$ cat config.mk
export PLATFORM = sky130hd
export DESIGN_NAME = receptor_limites_serial
export DESIGN_NICKNAME = d
export VERILOG_FILES = /design/src/rtl/receptor_limites_serial.sv
export SDC_FILE = /design/constraint.sdc
export NUM_CORES = 1
export LEC_CHECK = 0
export ABC_AREA = 1
export CAP_MARGIN = 20
export CORE_MARGIN = 4
export CORE_UTILIZATION = 57
export DETAILED_ROUTE_END_ITERATION = 8
export GPL_ROUTABILITY_DRIVEN = 0
export HOLD_SLACK_MARGIN = 0.02
export PLACE_DENSITY = 0.8
export SLEW_MARGIN = 20
export SYNTH_ARGS = -nofsm -noshare
export SYNTH_HDL_FRONTEND = slang
export SYNTH_SLANG_ARGS = --single-unit
$ cat constraint.sdc
create_clock -name clock -period 2.4 [get_ports clock]
set_clock_uncertainty 0.05 [all_clocks]
set_input_delay 0.48 -clock clock [delete_from_list [all_inputs] [get_ports clock]]
set_output_delay 0.48 -clock clock [all_outputs]
set_load 0.02 [all_outputs]
$ cat src/rtl/receptor_limites_serial.sv
// rtl/receptor_limites_serial.sv - 7E1 UART receiver and command parser driving the BCD range limits
module receptor_limites_serial #(
  parameter int          M_BIT     = 434,
  parameter int          N_BIT     = 9,
  parameter logic [11:0] UPPER_DEF = 12'h030,
  parameter logic [11:0] LOWER_DEF = 12'h010
) (
  input  logic        clock,
  input  logic        reset,
  input  logic        entrada_serial,
  output logic [11:0] upperL,
  output logic [11:0] lowerL,
  output logic        limites_atualizados,
  output logic        erro,
  output logic        pronto_rx,
  output logic [6:0]  db_dado,
  output logic [3:0]  db_estado
);

  localparam logic [N_BIT-1:0] HALF = N_BIT'(M_BIT / 2 - 1);
  localparam logic [N_BIT-1:0] FULL = N_BIT'(M_BIT - 1);

  localparam logic [6:0] CH_L    = 7'h4C;
  localparam logic [6:0] CH_U    = 7'h55;
  localparam logic [6:0] CH_HASH = 7'h23;

  typedef enum logic [2:0] {OCIOSO, INICIO, DADOS, PARIDADE, PARADA} rx_t;
  typedef enum logic [3:0] {
    ESPERA_CMD  = 4'd0,
    DIG_C       = 4'd1,
    DIG_D       = 4'd2,
    DIG_U       = 4'd3,
    ESPERA_HASH = 4'd4
  } ps_t;

  // ---------------- receiver ----------------
  logic             s1, s2, s3;
  logic             falling, tick;
  rx_t              rx_st, rx_nx;
  logic [N_BIT-1:0] cnt;
  logic [2:0]       idx;
  logic [6:0]       shreg;
  logic             par;
  logic             rx_err;

  // s3 tracks s2 continuously, so a line held low never yields a new edge
  always_ff @(posedge clock or negedge reset) begin
    if (!reset) begin
      s1 <= 1'b1;
      s2 <= 1'b1;
      s3 <= 1'b1;
    end else begin
      s1 <= entrada_serial;
      s2 <= s1;
      s3 <= s2;
    end
  end

  assign falling = s3 & ~s2;
  assign tick    = (rx_st == INICIO) ? (cnt == HALF) : (cnt == FULL);

  always_ff @(posedge clock or negedge reset) begin
    if (!reset) rx_st <= OCIOSO;
    else        rx_st <= rx_nx;
  end

  always_comb begin
    rx_nx = rx_st;
    case (rx_st)
      OCIOSO:   if (falling) rx_nx = INICIO;
      INICIO:   if (tick) rx_nx = s2 ? OCIOSO : DADOS;
      DADOS:    if (tick && idx == 3'd6) rx_nx = PARIDADE;
      PARIDADE: if (tick) rx_nx = PARADA;
      PARADA:   if (tick) rx_nx = OCIOSO;
      default:  rx_nx = OCIOSO;
    endcase
  end

  always_ff @(posedge clock or negedge reset) begin
    if (!reset) begin
      cnt       <= '0;
      idx       <= '0;
      shreg     <= '0;
      par       <= 1'b0;
      pronto_rx <= 1'b0;
      rx_err    <= 1'b0;
      db_dado   <= '0;
    end else begin
      pronto_rx <= 1'b0;
      rx_err    <= 1'b0;
      cnt       <= (rx_st == OCIOSO || tick) ? '0 : cnt + 1'b1;
      if (tick) begin
        case (rx_st)
          INICIO:   idx <= '0;
          DADOS: begin
            shreg <= {s2, shreg[6:1]};
            idx   <= idx + 3'd1;
          end
          PARIDADE: par <= s2;
          PARADA: begin
            if (((^shreg) ^ par) == 1'b0 && s2) begin
              pronto_rx <= 1'b1;
              db_dado   <= shreg;
            end else begin
              rx_err <= 1'b1;
            end
          end
          default: ;
        endcase
      end
    end
  end

  // ---------------- command parser ----------------
  ps_t         ps, ps_nx;
  logic        alvo_u, alvo_nx;
  logic [11:0] stg, stg_nx;
  logic        commit_l, commit_u, perr;
  logic        perr_q, lim_q;
  logic        is_dig;

  assign is_dig = (db_dado >= 7'h30) && (db_dado <= 7'h39);

  always_comb begin
    ps_nx    = ps;
    alvo_nx  = alvo_u;
    stg_nx   = stg;
    commit_l = 1'b0;
    commit_u = 1'b0;
    perr     = 1'b0;
    if (rx_err) begin
      ps_nx  = ESPERA_CMD;
      stg_nx = '0;
    end else if (pronto_rx) begin
      case (ps)
        ESPERA_CMD: begin
          if (db_dado == CH_L) begin
            alvo_nx = 1'b0;
            ps_nx   = DIG_C;
          end else if (db_dado == CH_U) begin
            alvo_nx = 1'b1;
            ps_nx   = DIG_C;
          end
        end
        DIG_C, DIG_D, DIG_U: begin
          if (is_dig) begin
            case (ps)
              DIG_C:   begin stg_nx[11:8] = db_dado[3:0]; ps_nx = DIG_D;       end
              DIG_D:   begin stg_nx[7:4]  = db_dado[3:0]; ps_nx = DIG_U;       end
              default: begin stg_nx[3:0]  = db_dado[3:0]; ps_nx = ESPERA_HASH; end
            endcase
          end else begin
            perr  = 1'b1;
            ps_nx = ESPERA_CMD;
          end
        end
        ESPERA_HASH: begin
          ps_nx = ESPERA_CMD;
          // BCD digit order preserves magnitude, so plain unsigned compare is exact
          if (db_dado != CH_HASH)          perr     = 1'b1;
          else if (alvo_u && lowerL <= stg) commit_u = 1'b1;
          else if (!alvo_u && stg <= upperL) commit_l = 1'b1;
          else                               perr     = 1'b1;
        end
        default: ps_nx = ESPERA_CMD;
      endcase
    end
  end

  always_ff @(posedge clock or negedge reset) begin
    if (!reset) begin
      ps     <= ESPERA_CMD;
      alvo_u <= 1'b0;
      stg    <= '0;
      upperL <= UPPER_DEF;
      lowerL <= LOWER_DEF;
      lim_q  <= 1'b0;
      perr_q <= 1'b0;
    end else begin
      ps     <= ps_nx;
      alvo_u <= alvo_nx;
      stg    <= stg_nx;
      if (commit_u) upperL <= stg;
      if (commit_l) lowerL <= stg;
      lim_q  <= commit_u | commit_l;
      perr_q <= perr;
    end
  end

  assign limites_atualizados = lim_q;
  assign erro                = rx_err | perr_q;
  assign db_estado           = ps;

endmodule
=== Yosys cells after proc, flatten, opt, wreduce, memory -nomap -nowiden ===
Cells that the tools add are included.

* Register bits after elaboration: 78
* Latch bits: 0
* RAM bits: 0
* Memory bits (read-only): 0
* Input bits: 3
* Output and inout port bits: 38
* Word-level logic and storage cells: 133
* Memories: 0

* Add/subtract/negate cells: 2
* Multipliers: 0
* Divide/modulo/power cells: 0
* $lt $le $gt $ge: 4
* Equal/unequal tests: 21
* Shift operators: 0
* Muxes and demuxes: 50
* Bitwise gates (word level): 7
* Reduce and logical (&&, ||, !) cells: 29

{| class="wikitable"
|+ Operator list
! operator !! count
|-
| 12-bit two-way mux || 4
|-
| 4-bit two-way mux || 8
|-
| 1-bit two-way mux || 26
|-
| 12-bit less-or-equal comparator || 2
|-
| 4-bit AND reduction || 4
|-
| 3-bit two-way mux || 5
|-
| 3-bit case mux with 5 select lines || 1
|-
| 7-bit equality test, second input constant || 2
|-
| 2-bit nonzero test || 7
|-
| 3-bit case mux with 2 select lines || 2
|-
| 2-bit != test, second input constant || 5
|-
| 9-bit by 1-bit adder with 9-bit output, second input constant || 1
|-
| 9-bit by 8-bit equality test with 1-bit output, second input constant || 1
|-
| 9-bit equality test, second input constant || 1
|-
| 9-bit two-way mux || 1
|-
| 4-bit by 2-bit equality test with 1-bit output, second input constant || 2
|-
| 4-bit case mux with 2 select lines || 1
|-
| 2-bit AND reduction || 4
|-
| 7-bit by 6-bit greater-or-equal comparator with 1-bit output, second input constant || 1
|-
| 7-bit by 6-bit less-or-equal comparator with 1-bit output, second input constant || 1
|-
| 7-bit by 6-bit != test with 1-bit output, second input constant || 1
|-
| 7-bit parity || 1
|-
| 3-bit by 2-bit equality test with 1-bit output, second input constant || 2
|-
| 3-bit equality test, second input constant || 2
|-
| other kinds (21) || 28
|}

=== Longest topological paths before layout ===
* Word-level depth: 9
* Gate-level depth with buffers: 15
* Gate-level depth less buffers: 14

=== Least setup slack after synthesis ===
No wires, ideal clock.

* Path kind: reg2reg
* Start point: register upperL[5]
* End point: register lowerL[10]
* Library setup time: 0.123 ns
* Arrival time: 1.768 ns
* Required time: 2.227 ns
* Setup slack: 0.459 ns
* Stages on the path, launching flop included: 13
* Buffers on the path: 1
* Clock period less this slack: 1.941 ns
* Cell sequence: dfstp_2 inv_1 ha_1 nand2_1 nor2_1 and2_1 nand2_1 nand3_1 nand2_1 nand2_2 buf_2 o21ai_0 nand2_1

* Word-level cells in the longest chain between the ends: 8

{| class="wikitable"
|+ RTL lines
! what !! RTL line !! RTL
|-
| from (decl) || 11 || <nowiki>output logic [11:0] upperL,</nowiki>
|-
| from (signal assigned) || 183 || <nowiki>if (commit_u) upperL <= stg;</nowiki>
|-
| 12-bit less-or-equal comparator || 162 || <nowiki>else if (!alvo_u && stg <= upperL) commit_l = 1'b1;</nowiki>
|-
| 1-bit logical AND || 162 ||
|-
| 1-bit two-way mux || 162 ||
|-
| 1-bit two-way mux || 161 || <nowiki>else if (alvo_u && lowerL <= stg) commit_u = 1'b1;</nowiki>
|-
| 1-bit two-way mux || 160 || <nowiki>if (db_dado != CH_HASH) perr = 1'b1;</nowiki>
|-
| 1-bit two-way mux || 135 || <nowiki>case (ps)</nowiki>
|-
| 1-bit two-way mux || 134 || <nowiki>end else if (pronto_rx) begin</nowiki>
|-
| 1-bit two-way mux || 131 || <nowiki>if (rx_err) begin</nowiki>
|-
| to (signal assigned) || 184 || <nowiki>if (commit_l) lowerL <= stg;</nowiki>
|-
| to (decl) || 12 || <nowiki>output logic [11:0] lowerL,</nowiki>
|}

Every way passes these cells.
A chain may end at the register's enable or synchronous reset.

=== Worst setup path after layout ===
* Start point: register rx_err
* End point: output port erro

* Word-level cells in the longest chain between the ends: 1

{| class="wikitable"
|+ RTL lines
! what !! RTL line !! RTL
|-
| from (decl) || 44 || <nowiki>logic rx_err;</nowiki>
|-
| from (signal assigned) || 86 || <nowiki>rx_err <= 1'b0;</nowiki>
|-
| from (signal assigned) || 90 || <nowiki>rx_err <= 1'b0;</nowiki>
|-
| from (signal assigned) || 105 || <nowiki>rx_err <= 1'b1;</nowiki>
|-
| 1-bit OR || 191 || <nowiki>assign erro = rx_err | perr_q;</nowiki>
|-
| to (decl) || 14 || <nowiki>output logic erro,</nowiki>
|}

Every way passes these cells.

==> metrics <==
outcome=finished clean; worst-case clock buffer depth=2; PwrDens=579 mW/mm^2; crit path DAT=1680 ps; synthesized area=0.00418 sq mm; Critical Path RT=roughly 1900 ps; LEAKAGE=2.43 nW; Synth Instances=506; vias in the first global route=around 3.3k; largest net degree at the start of global routing=47; shortest period the worst path allows=2210 ps; RSZ-0062 raised after global routing=false; worst skew pair latency=350 ps; Area Growth Syn to Fin=17.8%; R2R depth=13; Final period util=0.921; WS Path Type=flop to primary output; DR pass1 iterations=4; asr flop ratio synth=1.00; CTS H-Tree Depth=3; Max Cap Viol=0; setup_tns=0 ps; routed vias/inst=5.15; reg2reg end=lowerL[5]; chip height=93.6 um; worst vdd ir=394 uV; highest cell delay on the worst timing path=approximately 540 ps; fmax=452 MHz; Die Area=0.00876 sq mm; CTS Sinks=77; Hold Path Origin=s1; count of boundary I/O pins=41; IO Port Bufs=39; mean routed wirelength per cell=13.1 um; Core Rows=30; core area=0.00694 sq mm; Slew Limit Fails=0; Buf/Inv on CP=1; family with the most delay on the worst path=buffers and inverters; Worst Hold Path EP=s2; post-synthesis sequential area ratio=0.463; mean area per synthesized cell=8.25 sq um; Synth area leaders=dfrtp_1 43%, nand2_1 13%, ha_1 8.1%; fin cells=655; CTS tree=done; routed vias=3,373; yosys synthesis warning count=0; Startpoint Class=flop; Routed WL=8580 um; Antenna diodes=0; grt ovf=0; Fin. Hold Viols=0; top cell type's share of synthesized area=0.425; initial antenna violation count=0; Reg clk slew, reported paths=80 ps; Final Setup Violations=0; DRC Markers=0; CTS resizes=0; cts bufs inserted=9; syn nets=536; Crit path depth=2; worst r2r src=upperL[5]; Starting Density=0.601; crit path capture type=primary output; CP max-delay cell=clkdlybuf4s50_1; cell taking the most area after synthesis=dfrtp_1; DRT antenna net count=0; Hold Path Class=flop to flop; number of synthesized register bits=77; ys flop type=dfrtp_1; hpwl dp=6380 um; worst-path cell chain=or2_2 -> clkdlybuf4s50_1; Post-Place Cells=636; Die X=93.6 um; gr usage total=0.211; worst-path fanout max=6; root buf cell=clkbuf_8; worst hold stages=0; Post-layout nets=584; Synth cell types=38; share of layout cells above drive strength 1=0.107; first-pass GRT wire length=about 15,000 um; Iteration-0 DRC Markers=190; Hold WS=roughly 320 ps; EDFF count, synth=0; Register-to-Register Setup Slack=about 240 ps
per-stage QoR:
stage	power (mW)	setup WS, ps	area [sq um]	util
after floorplan	1.67	459	4180	-
after global placement	1.74	329	4670	0.672
after detailed placement	1.76	246	4670	0.672
after CTS	2.87	172	4900	0.706
after global routing	2.99	46.6	4920	0.708
final	2.85	189	4920	0.708
cells in the final DEF (no fill, tap or decap), types with 2 or more instances in the layout:
master and instances:
nand4_1 5, clkbuf_8 11, nand2_2 6, nor3_1 9, nand2_1 140, a21o_1 2
inv_2 6, nor2_1 32, xnor2_1 5, nand3_1 27, dfstp_2 6, dfrtp_1 71
buf_12 2, a21oi_1 12, bufinv_16 2, o21ai_1 13, o21ai_0 37, nand2_4 2
nor2_4 4, ha_1 27, buf_4 4, xor2_1 2, o21ai_2 7, nor3b_1 3
inv_1 69, clkinv_2 2, clkdlybuf4s50_1 38
routing by layer:
metal / up-vias / global-route usage / wire length [um]
li1: 1704 / - / -
met1: 1591 / 0.264 / 3720
met2: 58 / 0.363 / 4400
met3: 20 / 0.0290 / 272
met4: 0 / 0.0939 / 185
met5: - / 0 / 0
Yosys cell counts (all sizes together), types with 6 or more instances:
library cell	count
dfrtp	71
a21oi	13
inv	75
ha	27
nor3	9
nor2	38
nand2	148
dfstp	6
buf	7
o21ai	57
nand3	28
worst register-to-register path, delay by kind of cell (launching register included):
family                     cells  cell delay [ps]
adders and majority gates      1              300
and+or+nand+nor               10             1000
buffers and inverters          2              220
DFF                            1              540
how the worst max path moves through the flow:
stage / from / end
global route: upperL[5] / lowerL[5]
detailed placement: upperL[5] / lowerL[0]
floorplan: upperL[5] / lowerL[10]
CTS: rx_err / erro
finish: rx_err / erro
global placement: upperL[5] / lowerL[0]
timing repair:
item                                   4_1_cts  5_1_grt
endpoints found under the hold margin        4        0
setup endpoints to repair                    0        2
buffers inserted                             0        2
hold buffers                                 1        0
flip-flops by register name (all words and copies together) (netlist names), 3 cells and up:
signal	flops
shreg	7
lowerL	12
cnt	9
upperL	12
db_dado	7
idx	3
rx_st	3
db_estado	3
stg	12
report_power, final:
group | total (mW) | switching, mW | internal [mW]
sequential | 1.40 | 0.0559 | 1.34
clock | 1.11 | 0.473 | 0.640
combinational | 0.334 | 0.230 | 0.104
area by class of cell:
type / count / area, sq um
multi-input combinational: 346 / 1900
clock inverter: 4 / 70.1
tap: 96 / 120
inverter: 75 / 282
clock buffer: 12 / 155
fill: 549 / 2020
sequential: 77 / 1930
timing repair buffer: 45 / 460
logic make-up after synthesis:
group,after synthesis,synth area share
and+or+nand+nor,235,0.254
buffers and inverters,83,0.0824
DFF,77,0.463
AOI/OAI and AO/OA,76,0.104
adders and majority gates,27,0.0809
xor gates and xnor gates,7,0.0147
other,1,0.000898
Note: power is estimated with default switching activity, not from simulation.
==> RTL edit 1: new RTL, same settings <==
Register the output `upperL` once more, without a reset; this adds one clock of latency there. The other outputs are not delayed to match.
--- a/src/rtl/receptor_limites_serial.sv
+++ b/src/rtl/receptor_limites_serial.sv
@@ -33,4 +33,6 @@
     ESPERA_HASH = 4'd4
   } ps_t;
+
+  logic [11:0] upperL_s0;
 
   // ---------------- receiver ----------------
@@ -160,5 +162,5 @@
           if (db_dado != CH_HASH)          perr     = 1'b1;
           else if (alvo_u && lowerL <= stg) commit_u = 1'b1;
-          else if (!alvo_u && stg <= upperL) commit_l = 1'b1;
+          else if (!alvo_u && stg <= upperL_s0) commit_l = 1'b1;
           else                               perr     = 1'b1;
         end
@@ -173,5 +175,5 @@
       alvo_u <= 1'b0;
       stg    <= '0;
-      upperL <= UPPER_DEF;
+      upperL_s0 <= UPPER_DEF;
       lowerL <= LOWER_DEF;
       lim_q  <= 1'b0;
@@ -181,5 +183,5 @@
       alvo_u <= alvo_nx;
       stg    <= stg_nx;
-      if (commit_u) upperL <= stg;
+      if (commit_u) upperL_s0 <= stg;
       if (commit_l) lowerL <= stg;
       lim_q  <= commit_u | commit_l;
@@ -192,3 +194,7 @@
   assign db_estado           = ps;
 
+  always_ff @(posedge clock) begin
+    upperL <= upperL_s0;
+  end
+
 endmodule
Behaviour: same outputs for any inputs over 10 cycles, from zero or initial values and one cycle with reset low; that may be too few to reach the edited logic, so the function may still have changed.
==> RTL edit 1 against the unedited design <==
First-iteration DRC count decreased by 21%. Core utilization decreased by 1.4 points. Cell count increased by 2.0%. Synthesized area increased by 4.2%. Via count increased by 3.8%. Wire length increased by 3.6%. Largest power group unchanged. Final area increased by 3.5%. Largest cell class unchanged. Worst setup slack improved by 0.026 ns. Total power increased by 11%. Sequential cell count increased by 12.
==> RTL edit 1: results (changes against the unedited design) <==
.. list-table::
   :header-rows: 1

   * - Metric
     - Value
   * - Net count after synthesis
     - 546 (was 536)
   * - Placed cell areas
     - 4860 sq um (was 4670 sq um)
   * - Via/cell ratio
     - 5.24 (was 5.15)
   * - Initial detailed-routing violation count
     - 150 (was 190)
   * - WL/cell
     - 13.3 um (was 13.1 um)
   * - Final-layout fill cell count
     - 568 (was 549)
   * - Seq/Total Area, Yosys
     - 50.0% (was 46.3%)
   * - Setup TNS
     - 0 ns (unchanged)
   * - Total setup buffers inserted after CTS
     - 0 (unchanged)
   * - Half-perimeter wire length after placement
     - 6630 um (was 6380 um)
   * - Maximum number of pins on one net before global-route repair
     - 51 (was 47)
   * - Minimum clock period after layout
     - 2.19 ns (was 2.21 ns)
   * - Critical path arrival
     - 1.66 ns (was 1.68 ns)
   * - Number of global-route vias before repair
     - 3417 (was 3253)
   * - Top cells by area in the synthesized netlist
     - sky130_fd_sc_hd__dfrtp_1, sky130_fd_sc_hd__nand2_1, sky130_fd_sc_hd__ha_1 (unchanged)
   * - Clock Tree Buf Depth
     - 2 (unchanged)
   * - Top post-synthesis cells by count
     - sky130_fd_sc_hd__nand2_1, sky130_fd_sc_hd__dfrtp_1, sky130_fd_sc_hd__inv_1, sky130_fd_sc_hd__o21ai_0, sky130_fd_sc_hd__nor2_1 (unchanged)
   * - Peak ir drop on the vdd network
     - 0.352 mV (was 0.394 mV)
   * - Reg2Reg Launch Point
     - upperL_s0[5]$_DFFE_PN1P_ (was upperL[5]$_DFFE_PN1P_)
   * - Total CTS buffers
     - 9 (unchanged)
   * - Cell depth of the worst flop-to-flop path
     - 11 (was 13)
   * - Clock-pin slew on the worst setup and hold paths
     - 0.08 ns (about the same)
   * - Async SR Flop Fraction
     - 86.5% (was 100%)
   * - Global-route wire length before repair
     - 15500 um (was 14800 um)
   * - Leakage
     - 2.50 nW (was 2.43 nW)
   * - Run status
     - finished clean (unchanged)
   * - Clk_lat worst skew
     - about 0.36 ns
   * - Net switching share of the total power
     - 28.0% (was 26.7%)
   * - Post-placement setup slack
     - 0.267 ns (was 0.246 ns)
   * - First-pass DRT Iterations
     - 4 (unchanged)
   * - Fin nets
     - 594 (was 584)
   * - Worst Path Max Fanout
     - 6 (unchanged)
   * - Transition time of the tightest slew-check pin
     - slightly below 0.7 ns
   * - Destination of the worst register-to-register timing path
     - lowerL[0]$_DFFE_PN0P_ (was lowerL[5]$_DFFE_PN0P_)
   * - Buffers on Ports
     - 39 (unchanged)
   * - Combined global-route utilization of all metal layers
     - 21.9% (was 21.1%)
   * - Share of post-route cells with drive strength above 1
     - 7.21% (was 10.7%)
   * - Flop-to-flop setup slack
     - 0.28 ns (was 0.24 ns)
## RTL edit 1: cell types whose count changed in the layout (fill, tap and decap cells not counted), sizes merged, moves of 2 or more
cell      before  now
nand4          5    8
nand2        148  154
dfxtp          0   12
o31ai          0    2
clkinvlp       0    2
o21ai         57   54
clkbuf        12    9
inv           75   73
buf            6    4
## RTL edit 1: worst min path at each step
stage	startpoint	endpoint	slack, ns	cells past startpoint
3_5_place_dp	s1$_DFF_PN1_	s2$_DFF_PN1_	0.30	0
5_1_grt	s1$_DFF_PN1_	s2$_DFF_PN1_	0.34	0
4_1_cts	s1$_DFF_PN1_	s2$_DFF_PN1_	0.32	0
6_report	s1$_DFF_PN1_	s2$_DFF_PN1_	0.32	0
2_1_floorplan	reset	alvo_u$_DFFE_PN0P_	0.13	0
3_3_place_gp	s1$_DFF_PN1_	s2$_DFF_PN1_	0.30	0
## RTL edit 1: kinds of logic after synthesis
kind of cell	Yosys count	synth area share, %
simple gates	240	24.4
flops	89	50.0
buf+inv	79	7.07
compound gates	73	9.32
fa+ha+maj	27	7.76
xor+xnor	7	1.41
other cells	1	0.0862
## RTL edit 1: worst max-delay path, stage by stage (launching register included)
cell                              delay, ns
sky130_fd_sc_hd__dfrtp_1               0.46
sky130_fd_sc_hd__or2_2                 0.31
sky130_fd_sc_hd__clkdlybuf4s50_1       0.54
## RTL edit 1: routing by layer
metal	routed length (um)	track usage (%)	vias to the layer above
met5	0	0	-
met4	231	10.1	0
met3	376	4.18	20
met2	4190	34.9	82
met1	4090	29.1	1654
li1	-	-	1745
## RTL edit 1: power groups by stage
stage	registers (mW)	logic [mW]	clock network, mW
2_1_floorplan	1.64	0.301	0
3_3_place_gp	1.65	0.375	0
3_5_place_dp	1.66	0.395	0
4_1_cts	1.63	0.399	1.15
5_1_grt	1.64	0.467	1.22
6_report	1.63	0.394	1.13
## RTL edit 1: final cells by class
type	instances	area, sq um	share of cell area, %
sequential	89	2170	42.7
multi-input combinational	348	1870	36.7
timing repair buffer	43	433	8.50
inverter	73	274	5.38
clock buffer	9	124	2.43
tap	99	124	2.43
clock inverter	7	93.8	1.84
## RTL edit 1: what timing repair did
action / in CTS / in global routing
hold buffers: 1 / 0
endpoints found under the hold margin: 26 / 0
resized for setup: 0 / 0
## RTL edit 1: per-stage QoR
step / utilization [%] / cells
final: 69.5 / 668
after detailed placement: 66.4 / 651
after CTS: 69.5 / 668
after global routing: 69.5 / 668
after global placement: 66.4 / 651
after floorplan: - / 516
==> RTL edit 2: new RTL, same flow settings <==
Without the edit above. Set the parameter `N_BIT` to 18 (it was 9).
--- a/src/rtl/receptor_limites_serial.sv
+++ b/src/rtl/receptor_limites_serial.sv
@@ -2,5 +2,5 @@
 module receptor_limites_serial #(
   parameter int          M_BIT     = 434,
-  parameter int          N_BIT     = 9,
+  parameter int          N_BIT     = 18,
   parameter logic [11:0] UPPER_DEF = 12'h030,
   parameter logic [11:0] LOWER_DEF = 12'h010
Formal check against the unedited RTL: same outputs for any inputs over 10 cycles, from zero or initial values and one cycle with reset low; that may be too few to reach the edited logic, so the function may still have changed.
==> RTL edit 2 against the unedited design <==
First-iteration DRC count decreased by 13%. Synthesized area increased by 12%. Wire length increased by 14%. Register-to-register slack improved by 0.08 ns. Sequential cell count increased by 9. Via count increased by 16%. Final area increased by 10%. Worst setup slack improved by 0.0012 ns. Total power increased by 9.0%.
==> RTL edit 2: results (changes against the unedited design) <==
.. list-table::
   :header-rows: 1

   * - Metric
     - Value
   * - Area share of fa/ha/maj cells after synthesis
     - 7.24% (was 8.09%)
   * - Via/cell ratio
     - 5.25 (was 5.15)
   * - Met2 Wirelength
     - 4950 um (was 4400 um)
   * - Destination of the worst register-to-register timing path
     - upperL[4]$_DFFE_PN1P_ (was lowerL[5]$_DFFE_PN0P_)
   * - Reg2Reg Launch Point
     - stg[11]$_DFFE_PN0P_ (was upperL[5]$_DFFE_PN1P_)
   * - Seq/Total Area, Yosys
     - 46.3% (about the same)
   * - Initial detailed-routing violation count
     - 166 (was 190)
   * - Leakage
     - 2.72 nW (was 2.43 nW)
   * - Met3 wire len
     - 448 um (was 272 um)
   * - Top cells by area in the synthesized netlist
     - sky130_fd_sc_hd__dfrtp_1, sky130_fd_sc_hd__nand2_1, sky130_fd_sc_hd__ha_1 (unchanged)
   * - Post-Route WL
     - 9800 um (was 8580 um)
   * - Run status
     - finished clean (unchanged)
   * - Top post-synthesis cells by count
     - sky130_fd_sc_hd__nand2_1, sky130_fd_sc_hd__dfrtp_1, sky130_fd_sc_hd__inv_1, sky130_fd_sc_hd__nor2_1, sky130_fd_sc_hd__o21ai_0 (was sky130_fd_sc_hd__nand2_1, sky130_fd_sc_hd__dfrtp_1, sky130_fd_sc_hd__inv_1, sky130_fd_sc_hd__o21ai_0, sky130_fd_sc_hd__nor2_1)
   * - Internal Dissipation
     - 2.23 mW (was 2.09 mW)
   * - Half-perimeter wire length after placement
     - 7490 um (was 6380 um)
   * - Critical path launch point
     - rx_err$_DFF_PN0_ (unchanged)
   * - Met2 Resource Use GR
     - 36.3% (about the same)
   * - Net count after synthesis
     - 620 (was 536)
   * - Fin nets
     - 668 (was 584)
   * - Fraction of met3 tracks used by global routing
     - 3.61% (was 2.90%)
   * - Class of the tightest hold or removal check
     - in2async (was reg2reg)
   * - Fraction of the mapped netlist area in compound gates
     - 8.07% (was 10.4%)
   * - Maximum number of pins on one net before global-route repair
     - 40 (was 47)
   * - Combined global-route utilization of all metal layers
     - 21.2% (was 21.1%)
   * - Peak ir drop on the vdd network
     - 0.641 mV (was 0.394 mV)
   * - Post-route met1 wirelength
     - 4300 um (was 3720 um)
   * - Final-layout fill cell count
     - 652 (was 549)
   * - Number of global-route vias before repair
     - 3728 (was 3253)
   * - Number of different library cells in the post-synthesis netlist
     - 40 (was 38)
   * - Met1 track demand over resource in global routing
     - 27.8% (was 26.4%)
   * - Share of the synthesized netlist area taken by xor and xnor gates
     - 2.07% (was 1.47%)
   * - Global-route wire length before repair
     - 17100 um (was 14800 um)
## RTL edit 2: changes by cell type after synthesis, sizes merged, moves of 5 or more
cell	before	now
nand2	148	180
nand4	5	13
inv	75	84
o21ai	57	50
dfrtp	71	80
nand3	28	33
nor2	38	58
xor2	2	7
## RTL edit 2: metrics by stage
stage               setup slack, ns  instances  power (mW)  hold slack, ns  cell area [sq um]
floorplan                     0.432        590        1.88           0.134               4660
finish                        0.190        744        3.10          0.0235               5410
global route                 0.0636        744        3.27          0.0479               5410
detailed placement            0.233        729        2.00           0.297               5190
global placement              0.319        729        1.98           0.296               5190
CTS                           0.183        744        3.13          0.0436               5410
## RTL edit 2: what timing repair did
action	CTS	global route
hold buffers	0	0
resized for setup	0	1
setup buffers	0	0
setup endpoints to repair	0	1
## RTL edit 2: layout make-up
cell class,instances,share of cell area [%]
inverters,84,5.83
flip-flops and latches,86,39.9
multi-input cells,412,39.6
clock buffers,10,2.54
clock inverters,5,1.53
repair buffers,45,8.23
well taps,102,2.36
